File: src/rtl/groestl_avalon_driver.sv
// Avalon-MM master feeding 64-bit message words to the Groestl hash slave and streaming the digest back out.
// Optional poll timeout is built only when GROESTL_POLL_TIMEOUT_EN is defined.
module groestl_avalon_driver #(
    parameter int unsigned HS      = 512,
    parameter int unsigned BSWAP   = 0,
    parameter int unsigned GAP     = 2,
    parameter int unsigned TIMEOUT = 65535
) (
    input  logic        clk,
    input  logic        reset,
    input  logic        start,
    output logic        busy,
    output logic        done,
    output logic        err,
    input  logic [63:0] s_data,
    input  logic        s_valid,
    input  logic        s_last,
    output logic        s_ready,
    output logic [31:0] h_data,
    output logic        h_valid,
    input  logic        h_ready,
    output logic [4:0]  avm_address,
    output logic [31:0] avm_writedata,
    output logic [3:0]  avm_byteenable,
    output logic        avm_write,
    output logic        avm_read,
    output logic        avm_chipselect,
    input  logic [31:0] avm_readdata
);

    localparam logic [3:0] S_IDLE   = 4'd0;
    localparam logic [3:0] S_RST    = 4'd1;
    localparam logic [3:0] S_WAIT_W = 4'd2;
    localparam logic [3:0] S_WLO    = 4'd3;
    localparam logic [3:0] S_WHI    = 4'd4;
    localparam logic [3:0] S_GAP    = 4'd5;
    localparam logic [3:0] S_POLL   = 4'd6;
    localparam logic [3:0] S_POLL_W = 4'd7;
    localparam logic [3:0] S_HRD    = 4'd8;
    localparam logic [3:0] S_HCAP   = 4'd9;
    localparam logic [3:0] S_HOUT   = 4'd10;
    localparam logic [3:0] S_DONE   = 4'd11;

    localparam logic [3:0] LAST_IDX = 4'(HS / 32 - 1);
    localparam logic       BS       = (BSWAP != 0);
    localparam logic [4:0] ADDR_LO  = {3'b000, BS, 1'b0};
    localparam logic [4:0] ADDR_HI  = {3'b000, BS, 1'b1};
    // The WAIT_W handshake cycle is itself bus-idle, so mid-message gaps spend
    // one cycle less in S_GAP; every high write is then followed by GAP idle cycles.
    localparam logic [3:0] GAP_LAST = 4'(GAP);
    localparam logic [3:0] GAP_MID  = (GAP == 0) ? 4'd0 : 4'(GAP - 1);

    logic [3:0]  state;
    logic [63:0] word;
    logic        word_last;
    logic [3:0]  idx;
    logic [3:0]  gap_cnt;
    logic [3:0]  gap_len;
    logic        leave_gap;

    assign avm_byteenable = 4'hF;
    assign gap_len        = word_last ? GAP_LAST : GAP_MID;
    assign leave_gap      = (state == S_WHI && gap_len == 4'd0) ||
                            (state == S_GAP && gap_cnt == 4'd0);

`ifdef GROESTL_POLL_TIMEOUT_EN
    logic [15:0] poll_cnt;
    logic        poll_hit;
    assign poll_hit = ({1'b0, poll_cnt} + 17'd1) >= 17'(TIMEOUT);
`else
    assign err = 1'b0;
`endif

    always_ff @(posedge clk or posedge reset) begin
        if (reset) begin
            state          <= S_IDLE;
            word           <= '0;
            word_last      <= 1'b0;
            idx            <= '0;
            gap_cnt        <= '0;
            busy           <= 1'b0;
            done           <= 1'b0;
            s_ready        <= 1'b0;
            h_data         <= '0;
            h_valid        <= 1'b0;
            avm_address    <= '0;
            avm_writedata  <= '0;
            avm_write      <= 1'b0;
            avm_read       <= 1'b0;
            avm_chipselect <= 1'b0;
`ifdef GROESTL_POLL_TIMEOUT_EN
            err            <= 1'b0;
            poll_cnt       <= '0;
`endif
        end else begin
            avm_write      <= 1'b0;
            avm_read       <= 1'b0;
            avm_chipselect <= 1'b0;
            done           <= 1'b0;
            case (state)
                S_IDLE: begin
                    if (start) begin
                        state          <= S_RST;
                        busy           <= 1'b1;
                        avm_write      <= 1'b1;
                        avm_chipselect <= 1'b1;
                        avm_address    <= 5'h0F;
                        avm_writedata  <= '0;
`ifdef GROESTL_POLL_TIMEOUT_EN
                        err            <= 1'b0;
                        poll_cnt       <= '0;
`endif
                    end
                end
                S_RST: begin
                    state   <= S_WAIT_W;
                    s_ready <= 1'b1;
                end
                S_WAIT_W: begin
                    if (s_valid) begin
                        s_ready        <= 1'b0;
                        word           <= s_data;
                        word_last      <= s_last;
                        state          <= S_WLO;
                        avm_write      <= 1'b1;
                        avm_chipselect <= 1'b1;
                        avm_address    <= ADDR_LO;
                        avm_writedata  <= s_data[31:0];
                    end
                end
                S_WLO: begin
                    state          <= S_WHI;
                    avm_write      <= 1'b1;
                    avm_chipselect <= 1'b1;
                    avm_address    <= ADDR_HI;
                    avm_writedata  <= word[63:32];
                end
                S_WHI: begin
                    if (gap_len != 4'd0) begin
                        gap_cnt <= gap_len - 4'd1;
                        state   <= S_GAP;
                    end
                end
                S_GAP: begin
                    if (gap_cnt != 4'd0) gap_cnt <= gap_cnt - 4'd1;
                end
                S_POLL: begin
                    state <= S_POLL_W;
                end
                S_POLL_W: begin
                    if (avm_readdata[0]) begin
                        idx            <= '0;
                        state          <= S_HRD;
                        avm_read       <= 1'b1;
                        avm_chipselect <= 1'b1;
                        avm_address    <= 5'h10;
                    end
`ifdef GROESTL_POLL_TIMEOUT_EN
                    else if (poll_hit) begin
                        err   <= 1'b1;
                        done  <= 1'b1;
                        busy  <= 1'b0;
                        state <= S_DONE;
                    end
`endif
                    else begin
`ifdef GROESTL_POLL_TIMEOUT_EN
                        if (poll_cnt != 16'hFFFF) poll_cnt <= poll_cnt + 16'd1;
`endif
                        state          <= S_POLL;
                        avm_read       <= 1'b1;
                        avm_chipselect <= 1'b1;
                        avm_address    <= 5'h04;
                    end
                end
                S_HRD: begin
                    state <= S_HCAP;
                end
                S_HCAP: begin
                    h_data  <= avm_readdata;
                    h_valid <= 1'b1;
                    state   <= S_HOUT;
                end
                S_HOUT: begin
                    if (h_ready) begin
                        h_valid <= 1'b0;
                        if (idx == LAST_IDX) begin
                            state <= S_DONE;
                            done  <= 1'b1;
                            busy  <= 1'b0;
                        end else begin
                            idx            <= idx + 4'd1;
                            state          <= S_HRD;
                            avm_read       <= 1'b1;
                            avm_chipselect <= 1'b1;
                            avm_address    <= {1'b1, idx + 4'd1};
                        end
                    end
                end
                S_DONE: begin
                    state <= S_IDLE;
                end
                default: state <= S_IDLE;
            endcase

            if (leave_gap) begin
                if (word_last) begin
                    state          <= S_POLL;
                    avm_read       <= 1'b1;
                    avm_chipselect <= 1'b1;
                    avm_address    <= 5'h04;
                end else begin
                    state   <= S_WAIT_W;
                    s_ready <= 1'b1;
                end
            end
        end
    end

endmodule
File: config.mk
export PLATFORM = sky130hd
export DESIGN_NAME = groestl_avalon_driver
export DESIGN_NICKNAME = d
export VERILOG_FILES = /design/src/rtl/groestl_avalon_driver.sv
export SDC_FILE = /design/constraint.sdc
export NUM_CORES = 1
export LEC_CHECK = 0
export ABC_AREA = 1
export CORE_ASPECT_RATIO = 1.5
export CORE_UTILIZATION = 46
export CTS_CLUSTER_SIZE = 12
export DETAILED_ROUTE_END_ITERATION = 10
export GPL_TIMING_DRIVEN = 0
export PLACE_DENSITY_LB_ADDON = 0.1
export SLEW_MARGIN = 10
export SYNTH_ARGS = -nofsm -noshare
export SYNTH_HDL_FRONTEND = slang
export SYNTH_SLANG_ARGS = --single-unit
export TNS_END_PERCENT = 30
File: constraint.sdc
create_clock -name clk -period 4.9 [get_ports clk]
set_input_delay 0.98 -clock clk [delete_from_list [all_inputs] [get_ports clk]]
set_output_delay 0.98 -clock clk [all_outputs]
set_load 0.1 [all_outputs]
==> impl_metrics.env, run 1 <==
export IMPL_status="finished clean"
export IMPL_cp_top_family="buffers and inverters"
export IMPL_wl_mm=13.8
export IMPL_synth_cells=576
export IMPL_insertion_delay_ns=0.41
export IMPL_grt_setup_unrepaired="false"
export IMPL_drive_gt1_share_pct=12.5
export IMPL_avgSynthCellArea_um2=9.24
export IMPL_hp_class="flip-flop to flip-flop"
export IMPL_chipHeight_um=134
export IMPL_gp_congestion=0.872
export IMPL_clock_sinks=121
export IMPL_start_util_pct=47.7
export IMPL_finalSetupViolCount=0
export IMPL_synth_seq_cells=121
export IMPL_dpl_hpwl_mm=10.2
export IMPL_fin_nets=881
export IMPL_clockBufferDepth=2
export IMPL_die_w_um=89.9
export IMPL_cp_required_ns=3.92
export IMPL_crit_buf_inv=1
export IMPL_critPathMaxStageDelay_ns=1.15
export IMPL_worst_slew_pin_slew_ns=1.03
export IMPL_whs_ns=0.468
export IMPL_post_route_util_pct=71.3
export IMPL_core_area_um2=11200
export IMPL_wl_per_cell_um=14.7
export IMPL_max_slew_margin_rel_pct=31.0
export IMPL_crit_arrival_ns=1.94
export IMPL_hold_violations=0
export IMPL_gr_total_overflow=0
export IMPL_dr_pass1_iters=5
export IMPL_postRouteAntennaNets=0
export IMPL_cts_resized_gates=0
export IMPL_initialDrtViolationCount=192
export IMPL_synth_area_um2=5330
export IMPL_crit_path_max_fanout=2
export IMPL_grt_pass1_wl_mm=22.7
export IMPL_finalMaxSlewViolations=0
export IMPL_start_kind="flip-flop"
export IMPL_vias_per_cell=5.04
export IMPL_cts_setup_buffers=0
export IMPL_die_area_um2=12000
export IMPL_io_buffers=177
export IMPL_antenna_cells=0
export IMPL_totalNegativeSetupSlack_ns=0
export IMPL_drc=0
export IMPL_grt_pass1_vias=4797
export IMPL_path_class="flip-flop to output port"
export IMPL_grt_max_degree=93
export IMPL_maxClockFrequency_mhz=342
export IMPL_post_route_period_util_pct=59.7
export IMPL_cts_hold_repair_buffers=0
export IMPL_cap_violations=0
export IMPL_htree_levels=4
export IMPL_cts_root_buf="clkbuf_16"
export IMPL_nFillCells=866
export IMPL_cts_buffers=17
export IMPL_antenna_found_initial=0
export IMPL_area_growth_syn_to_layout_pct=49.6
export IMPL_slowest_stage="clkdlybuf4s50_1"
export IMPL_critical_path_cell_chain="clkdlybuf4s50_1"
export IMPL_dr_total_vias=4713
export IMPL_clk_pin_slew_worst_paths_ns=0.06
export IMPL_synth_cell_type_count=29
export IMPL_grt_usage_pct=24.1
export IMPL_worst_clock_skew_ns=0.00696
export IMPL_synth_yosys_warnings=0
export IMPL_yosysSeqAreaShare_pct=56.9
export IMPL_io_pins=183
export IMPL_end_kind="output port"
export IMPL_rows=47
export IMPL_period_minus_slack_ns=2.92
export IMPL_cts_tree="done"
export IMPL_mostFrequentLayoutCells="177 x nand2_1, 177 x clkdlybuf4s50_1, 121 x dfrtp_1, 55 x nor2_1, 46 x nand3_1"
cell type report:
class	count	area [um2]	area share, %
tap	147	184	2.31
clock buffer	21	470	5.91
sequential	121	3030	38.0
inverter	32	125	1.57
timing repair buffer	178	1800	22.6
clock inverter	11	169	2.12
multi-input combinational	395	2000	25.1
buffer	31	193	2.42
worst paths after layout:
kind,from,to,slack (ns),depth (start not counted)
min in group asynchronous,reset,h_data[1],0.92,2
setup reg to reg,state[2],avm_writedata[8],3.08,7
hold / removal,word[33],word[33],0.47,2
hold reg to reg,word[33],word[33],0.47,2
setup / recovery,s_ready,s_ready,1.98,1
max in group asynchronous,reset,avm_writedata[25],3.26,3
per-stage QoR:
stage               instances  worst slack [ns]  cell area, um2
floorplan                 579             0.706            5340
global placement          903            -0.873            7290
detailed placement        904              2.30            7320
CTS                       936              1.97            7960
global route              936              1.93            7960
finish                    936              1.98            7960
cells in the mapped netlist:
| library cell | number | area [um2] |
|---|---|---|
| dfrtp_1 | 121 | 3030 |
| nor2_4 | 3 | 33.8 |
| buf_4 | 6 | 45.0 |
| o22ai_1 | 1 | 6.26 |
| clkbuf_1 | 6 | 22.5 |
| nand2_1 | 177 | 664 |
| conb_1 | 2 | 7.51 |
| inv_2 | 3 | 11.3 |
| mux2_2 | 32 | 360 |
| a21oi_1 | 5 | 25.0 |
| nand2_2 | 1 | 6.26 |
| o211ai_1 | 2 | 15.0 |
| nor2_2 | 2 | 12.5 |
| buf_2 | 15 | 75.1 |
| o21ai_0 | 16 | 80.1 |
| a31oi_1 | 33 | 206 |
| a211oi_1 | 1 | 7.51 |
| nor2_1 | 55 | 206 |
| nand4_1 | 4 | 25.0 |
| nor3_1 | 2 | 10.0 |
| or2_1 | 1 | 6.26 |
| xor2_1 | 3 | 26.3 |
| buf_6 | 2 | 22.5 |
| o21bai_1 | 1 | 7.51 |
| nand3_1 | 46 | 230 |
| inv_1 | 29 | 109 |
| o21ai_1 | 2 | 10.0 |
| clkbuf_8 | 2 | 27.5 |
| ha_1 | 3 | 37.5 |
flip-flops by register name, indices dropped and copies added, names as in the netlist:
register,count
avm_address,5
avm_chipselect,1
avm_read,1
avm_write,1
avm_writedata,32
busy,1
done,1
gap_cnt,4
h_data,32
h_valid,1
idx,4
s_ready,1
state,4
word,32
word_last,1
kinds of logic after synthesis:
group | synth area share (%)
compound gates | 6.72
mux | 6.77
simple gates | 22.4
flops | 56.9
xor+xnor | 0.494
buf+inv | 5.87
fa+ha+maj | 0.705
other cells | 0.141
metal layers:
layer	share of wire, %	track usage [%]	vias to the layer above	wire length [um]
li1	-	-	2281	-
met1	39	27.5	2214	5370
met2	52	42.3	188	7120
met3	6.1	5.84	30	833
met4	3.1	11.7	0	425
met5	0	0	-	0
worst register-to-register path, cell delays in order (launching register included):
cell and delay, ns:
dfrtp_1 0.43, nor2_2 0.17, buf_2 0.28, inv_2 0.09, nor2_4 0.21, buf_2 0.27, nand2_1 0.08, a31oi_1 0.21
Power of run 1 is not shown: default switching activity piles up to over one toggle a cycle in this logic, so the estimate is an artifact.
==> run 2: changes to the inputs <==
==> constraint.sdc (replaced) <==
create_clock -name clk -period 2.8 [get_ports clk]
set_input_delay 0.56 -clock clk [delete_from_list [all_inputs] [get_ports clk]]
set_output_delay 0.56 -clock clk [all_outputs]
set_load 0.1 [all_outputs]
==> run 2 against run 1 <==
Against the previous run: via count up 0.30%; design area up 0.38%; worst hold slack about the same; wire length down 0.25%; critical path depth unchanged; clock skew about the same; register-to-register slack worse by 2.1 ns; critical path type unchanged; cell count up 0.21%; sequential share of layout area down 0.14 points; clock-buffer cell count down 1; global-route usage up 0.12 points.
==> impl_metrics.env, run 2 (same netlist as run 1, synthesis figures left out) <==
export IMPL_cts_buffers=17
export IMPL_placed_cell_area_um2=7360
export IMPL_critical_path_cell_chain="clkdlybuf4s50_1"
export IMPL_crit_cells=1
export IMPL_slowest_stage="clkdlybuf4s50_1"
export IMPL_start_util_pct=47.7
export IMPL_clockBufferDepth=2
export IMPL_cts_resized_gates=0
export IMPL_grt_setup_unrepaired="false"
export IMPL_crit_path_max_fanout=3
export IMPL_cts_root_buf="clkbuf_16"
export IMPL_rows=47
export IMPL_crit_buf_inv=1
export IMPL_critPathMaxStageDelay_ns=1.16
export IMPL_wl_met3_um=839
export IMPL_grt_max_degree=36
export IMPL_finalMaxSlewViolations=0
export IMPL_cp_top_family="buffers and inverters"
export IMPL_post_route_util_pct=71.5
export IMPL_hp_class="flip-flop to flip-flop"
export IMPL_totalNegativeSetupSlack_ns=0
export IMPL_status="finished clean"
export IMPL_drive_gt1_share_pct=12.9
export IMPL_antenna_found_initial=0
export IMPL_maxClockFrequency_mhz=401
export IMPL_crit_arrival_ns=1.93
export IMPL_worst_slew_pin_slew_ns=1.04
export IMPL_fin_nets=883
export IMPL_top_regs="avm_writedata (32), h_data (32), word (32)"
export IMPL_area_growth_syn_to_layout_pct=50.1
export IMPL_grt_usage_pct=24.2
export IMPL_m1WireLength_mm=5.33
export IMPL_topRoutingLayerUsed="met4"
export IMPL_clk_pin_slew_worst_paths_ns=0.05
export IMPL_path_class="flip-flop to output port"
export IMPL_wl_per_cell_um=14.6
export IMPL_post_route_period_util_pct=89.0
export IMPL_end_kind="output port"
export IMPL_mostFrequentLayoutCells="177 x nand2_1, 177 x clkdlybuf4s50_1, 121 x dfrtp_1, 55 x nor2_1, 46 x nand3_1"
export IMPL_finalSetupViolCount=0
export IMPL_worst_hold_startpoint="word[46]"
export IMPL_startpoint="avm_address[0]"
export IMPL_dr_total_vias=4727
export IMPL_dr_pass1_iters=6
export IMPL_nFillCells=859
export IMPL_grt_pass1_vias=4848
export IMPL_r2r_cells=7
export IMPL_die_w_um=89.9
export IMPL_wl_met2_mm=7.22
export IMPL_r2r_start="state[0]"
export IMPL_cp_required_ns=2.24
export IMPL_postRouteAntennaNets=0
export IMPL_core_area_um2=11200
export IMPL_cts_setup_buffers=0
export IMPL_hold_violations=0
export IMPL_gp_congestion=0.932
export IMPL_max_slew_margin_rel_pct=30.6
export IMPL_io_buffers=177
export IMPL_drc=0
export IMPL_start_kind="flip-flop"
export IMPL_cap_violations=0
export IMPL_gr_total_overflow=0
export IMPL_cts_tree="done"
export IMPL_cts_hold_repair_buffers=0
export IMPL_antenna_cells=0
export IMPL_insertion_delay_ns=0.40
export IMPL_initialDrtViolationCount=248
export IMPL_vias_per_cell=5.04
export IMPL_min_path_cells=2
export IMPL_io_pins=183
export IMPL_htree_levels=4
export IMPL_reg2reg_setup_slack_ns=0.98
export IMPL_die_area_um2=12000
export IMPL_chipHeight_um=134
export IMPL_grt_pass1_wl_mm=22.9
export IMPL_final_area_um2=7990
export IMPL_worst_clock_skew_ns=0.00744
export IMPL_clock_sinks=121
export IMPL_dpl_hpwl_mm=10.2
export IMPL_wl_mm=13.7
export IMPL_period_minus_slack_ns=2.49
[run 2: changes by cell type in the layout (fill, tap and decap cells not counted)]
cell / before / now
buf_12: 0 / 3
inv_6: 1 / 0
buf_16: 1 / 0
clkbuf_1: 7 / 6
clkinv_2: 2 / 4
[run 2: final timing paths]
kind	endpoint
max	avm_address[0]
min	word[46]
max reg2reg	state[0]
min reg2reg	word[46]
max in group asynchronous	busy
min in group asynchronous	h_data[5]
[run 2: metal layers]
metal,vias to the layer above,track usage (%)
met2,199,43.2
met5,-,0
li1,2277,-
met4,0,11.0
met3,29,5.95
met1,2222,27.3
[run 2: layout make-up]
| class | count | area [um2] | area share (%) |
|---|---|---|---|
| sequential | 121 | 3030 | 37.9 |
| multi-input combinational | 395 | 2000 | 25.0 |
| timing repair buffer | 180 | 1830 | 22.9 |
| clock buffer | 20 | 467 | 5.84 |
| buffer | 31 | 193 | 2.41 |
| tap | 147 | 184 | 2.30 |
| clock inverter | 12 | 171 | 2.14 |
| inverter | 32 | 124 | 1.55 |
[run 2: metrics by stage]
step	instances	worst slack (ns)	hold WS, ns
6_report	938	0.309	0.469
5_1_grt	938	0.268	0.485
4_1_cts	938	0.297	0.472
3_5_place_dp	906	0.610	0.459
3_3_place_gp	903	-0.315	0.454
2_1_floorplan	579	0.757	0.442
Power of run 2 is left out for the same reason.
==> run 3: changes to the inputs <==
--- a/config.mk
+++ b/config.mk
@@ -6,8 +6,10 @@
 export NUM_CORES = 1
 export LEC_CHECK = 0
 export ABC_AREA = 1
+export CELL_PAD_IN_SITES_DETAIL_PLACEMENT = 1
+export CELL_PAD_IN_SITES_GLOBAL_PLACEMENT = 1
 export CORE_ASPECT_RATIO = 1.5
-export CORE_UTILIZATION = 46
+export CORE_UTILIZATION = 33
 export CTS_CLUSTER_SIZE = 12
 export DETAILED_ROUTE_END_ITERATION = 10
 export GPL_TIMING_DRIVEN = 0
==> run 3 against run 2 <==
Against the previous run: worst hold slack got worse by 0.0014 ns; wire length up 19%; clock-buffer cell count decreased by 2; utilization fell by 21 points; critical endpoint is now s_ready.
==> impl_metrics.env, run 3 (same netlist as run 1, synthesis figures left out) <==
export IMPL_status="finished clean"
export IMPL_crit_arrival_ns=1.95
export IMPL_area_growth_syn_to_layout_pct=49.8
export IMPL_drc=0
export IMPL_critical_path_cell_chain="clkdlybuf4s50_1"
export IMPL_gr_total_overflow=0
export IMPL_mostFrequentLayoutCells="177 x nand2_1, 177 x clkdlybuf4s50_1, 121 x dfrtp_1, 55 x nor2_1, 46 x nand3_1"
export IMPL_cp_top_family="buffers and inverters"
export IMPL_r2r_start="state[2]"
export IMPL_hold_violations=0
export IMPL_placed_cell_area_um2=7430
export IMPL_crit_path_max_fanout=2
export IMPL_die_area_um2=16700
export IMPL_drive_gt1_share_pct=12.7
export IMPL_cts_root_buf="clkbuf_16"
export IMPL_crit_buf_inv=1
export IMPL_chipHeight_um=158
export IMPL_antenna_found_initial=0
export IMPL_end_kind="output port"
export IMPL_slowest_stage="clkdlybuf4s50_1"
export IMPL_dr_pass1_iters=5
export IMPL_postRouteAntennaNets=0
export IMPL_grt_pass1_vias=5328
export IMPL_grt_usage_pct=20.8
export IMPL_hp_class="flip-flop to flip-flop"
export IMPL_clk_pin_slew_worst_paths_ns=0.06
export IMPL_maxClockFrequency_mhz=399
export IMPL_cts_buffers=17
export IMPL_finalSetupViolCount=0
export IMPL_io_buffers=177
export IMPL_grt_pass1_wl_mm=26.7
export IMPL_top_regs="avm_writedata (32), h_data (32), word (32)"
export IMPL_grt_max_degree=35
export IMPL_cts_resized_gates=0
export IMPL_htree_levels=4
export IMPL_cts_setup_buffers=0
export IMPL_die_w_um=106
export IMPL_max_slew_margin_rel_pct=30.1
export IMPL_worst_clock_skew_ns=0.00937
export IMPL_final_area_um2=7980
export IMPL_period_minus_slack_ns=2.51
export IMPL_dpl_hpwl_mm=12.6
export IMPL_start_util_pct=33.9
export IMPL_vias_per_cell=4.79
export IMPL_wl_per_cell_um=16.4
export IMPL_clock_sinks=121
export IMPL_io_pins=183
export IMPL_finalMaxSlewViolations=0
export IMPL_dr_total_vias=4755
export IMPL_post_route_util_pct=50.8
export IMPL_grt_setup_unrepaired="false"
export IMPL_wl_mm=16.3
export IMPL_worst_hold_startpoint="word[44]"
export IMPL_cp_required_ns=2.24
export IMPL_insertion_delay_ns=0.42
export IMPL_clockBufferDepth=2
export IMPL_initialDrtViolationCount=126
export IMPL_post_route_period_util_pct=89.5
export IMPL_path_class="flip-flop to output port"
export IMPL_startpoint="s_ready"
export IMPL_fin_nets=883
export IMPL_start_kind="flip-flop"
export IMPL_totalNegativeSetupSlack_ns=0
export IMPL_worst_slew_pin_slew_ns=1.04
export IMPL_antenna_cells=0
export IMPL_cap_violations=0
export IMPL_gp_congestion=0.836
export IMPL_cts_hold_repair_buffers=0
export IMPL_whs_ns=0.468
export IMPL_nFillCells=1841
export IMPL_rows=56
export IMPL_cts_tree="done"
export IMPL_critPathMaxStageDelay_ns=1.15
export IMPL_core_area_um2=15700
==> run 3: changes by cell type in the layout (fill, tap and decap cells not counted) <==
cell	change
clkbuf_8	-3
clkbuf_1	+1
clkinvlp_4	+1
bufinv_16	-3
clkinv_4	+2
clkinv_2	-2
inv_6	+3
==> run 3: final cells by class <==
class	instances	area, um2	area share [%]
Clock buffer	18	429	5.38
Sequential cell	121	3030	38.0
Timing Repair Buffer	180	1830	23.0
Clock inverter	13	123	1.54
Buffer	31	193	2.42
Inverter	32	124	1.55
Multi-Input combinational cell	395	2000	25.0
Tap cell	203	254	3.18
==> run 3: metrics by stage <==
stage          std cells  setup slack, ns
4_1_cts              993            0.258
3_3_place_gp         959           -0.442
6_report             993            0.294
5_1_grt              993            0.240
3_5_place_dp         962            0.552
2_1_floorplan        579            0.757
==> run 3: path summary, 6_finish.rpt <==
kind	to	slack (ns)	cells after the start
setup / recovery	s_ready	0.29	1
hold / removal	word[44]	0.47	2
setup reg to reg	word[38]	0.93	8
hold reg to reg	word[44]	0.47	2
max in group asynchronous	avm_address[1]	1.33	4
min in group asynchronous	h_data[25]	0.64	2
==> run 3: per-layer routing <==
metal  share of wire (%)  global-route usage [%]  vias up  wire length (um)
li1                    -                       -     2279                 -
met1                  38                    21.8     2312              6250
met2                  55                    40.1      135              8950
met3                 4.5                    4.36       29               728
met4                 2.2                    7.94        0               362
met5                   0                       0        -                 0
Power of run 3 is left out for the same reason.
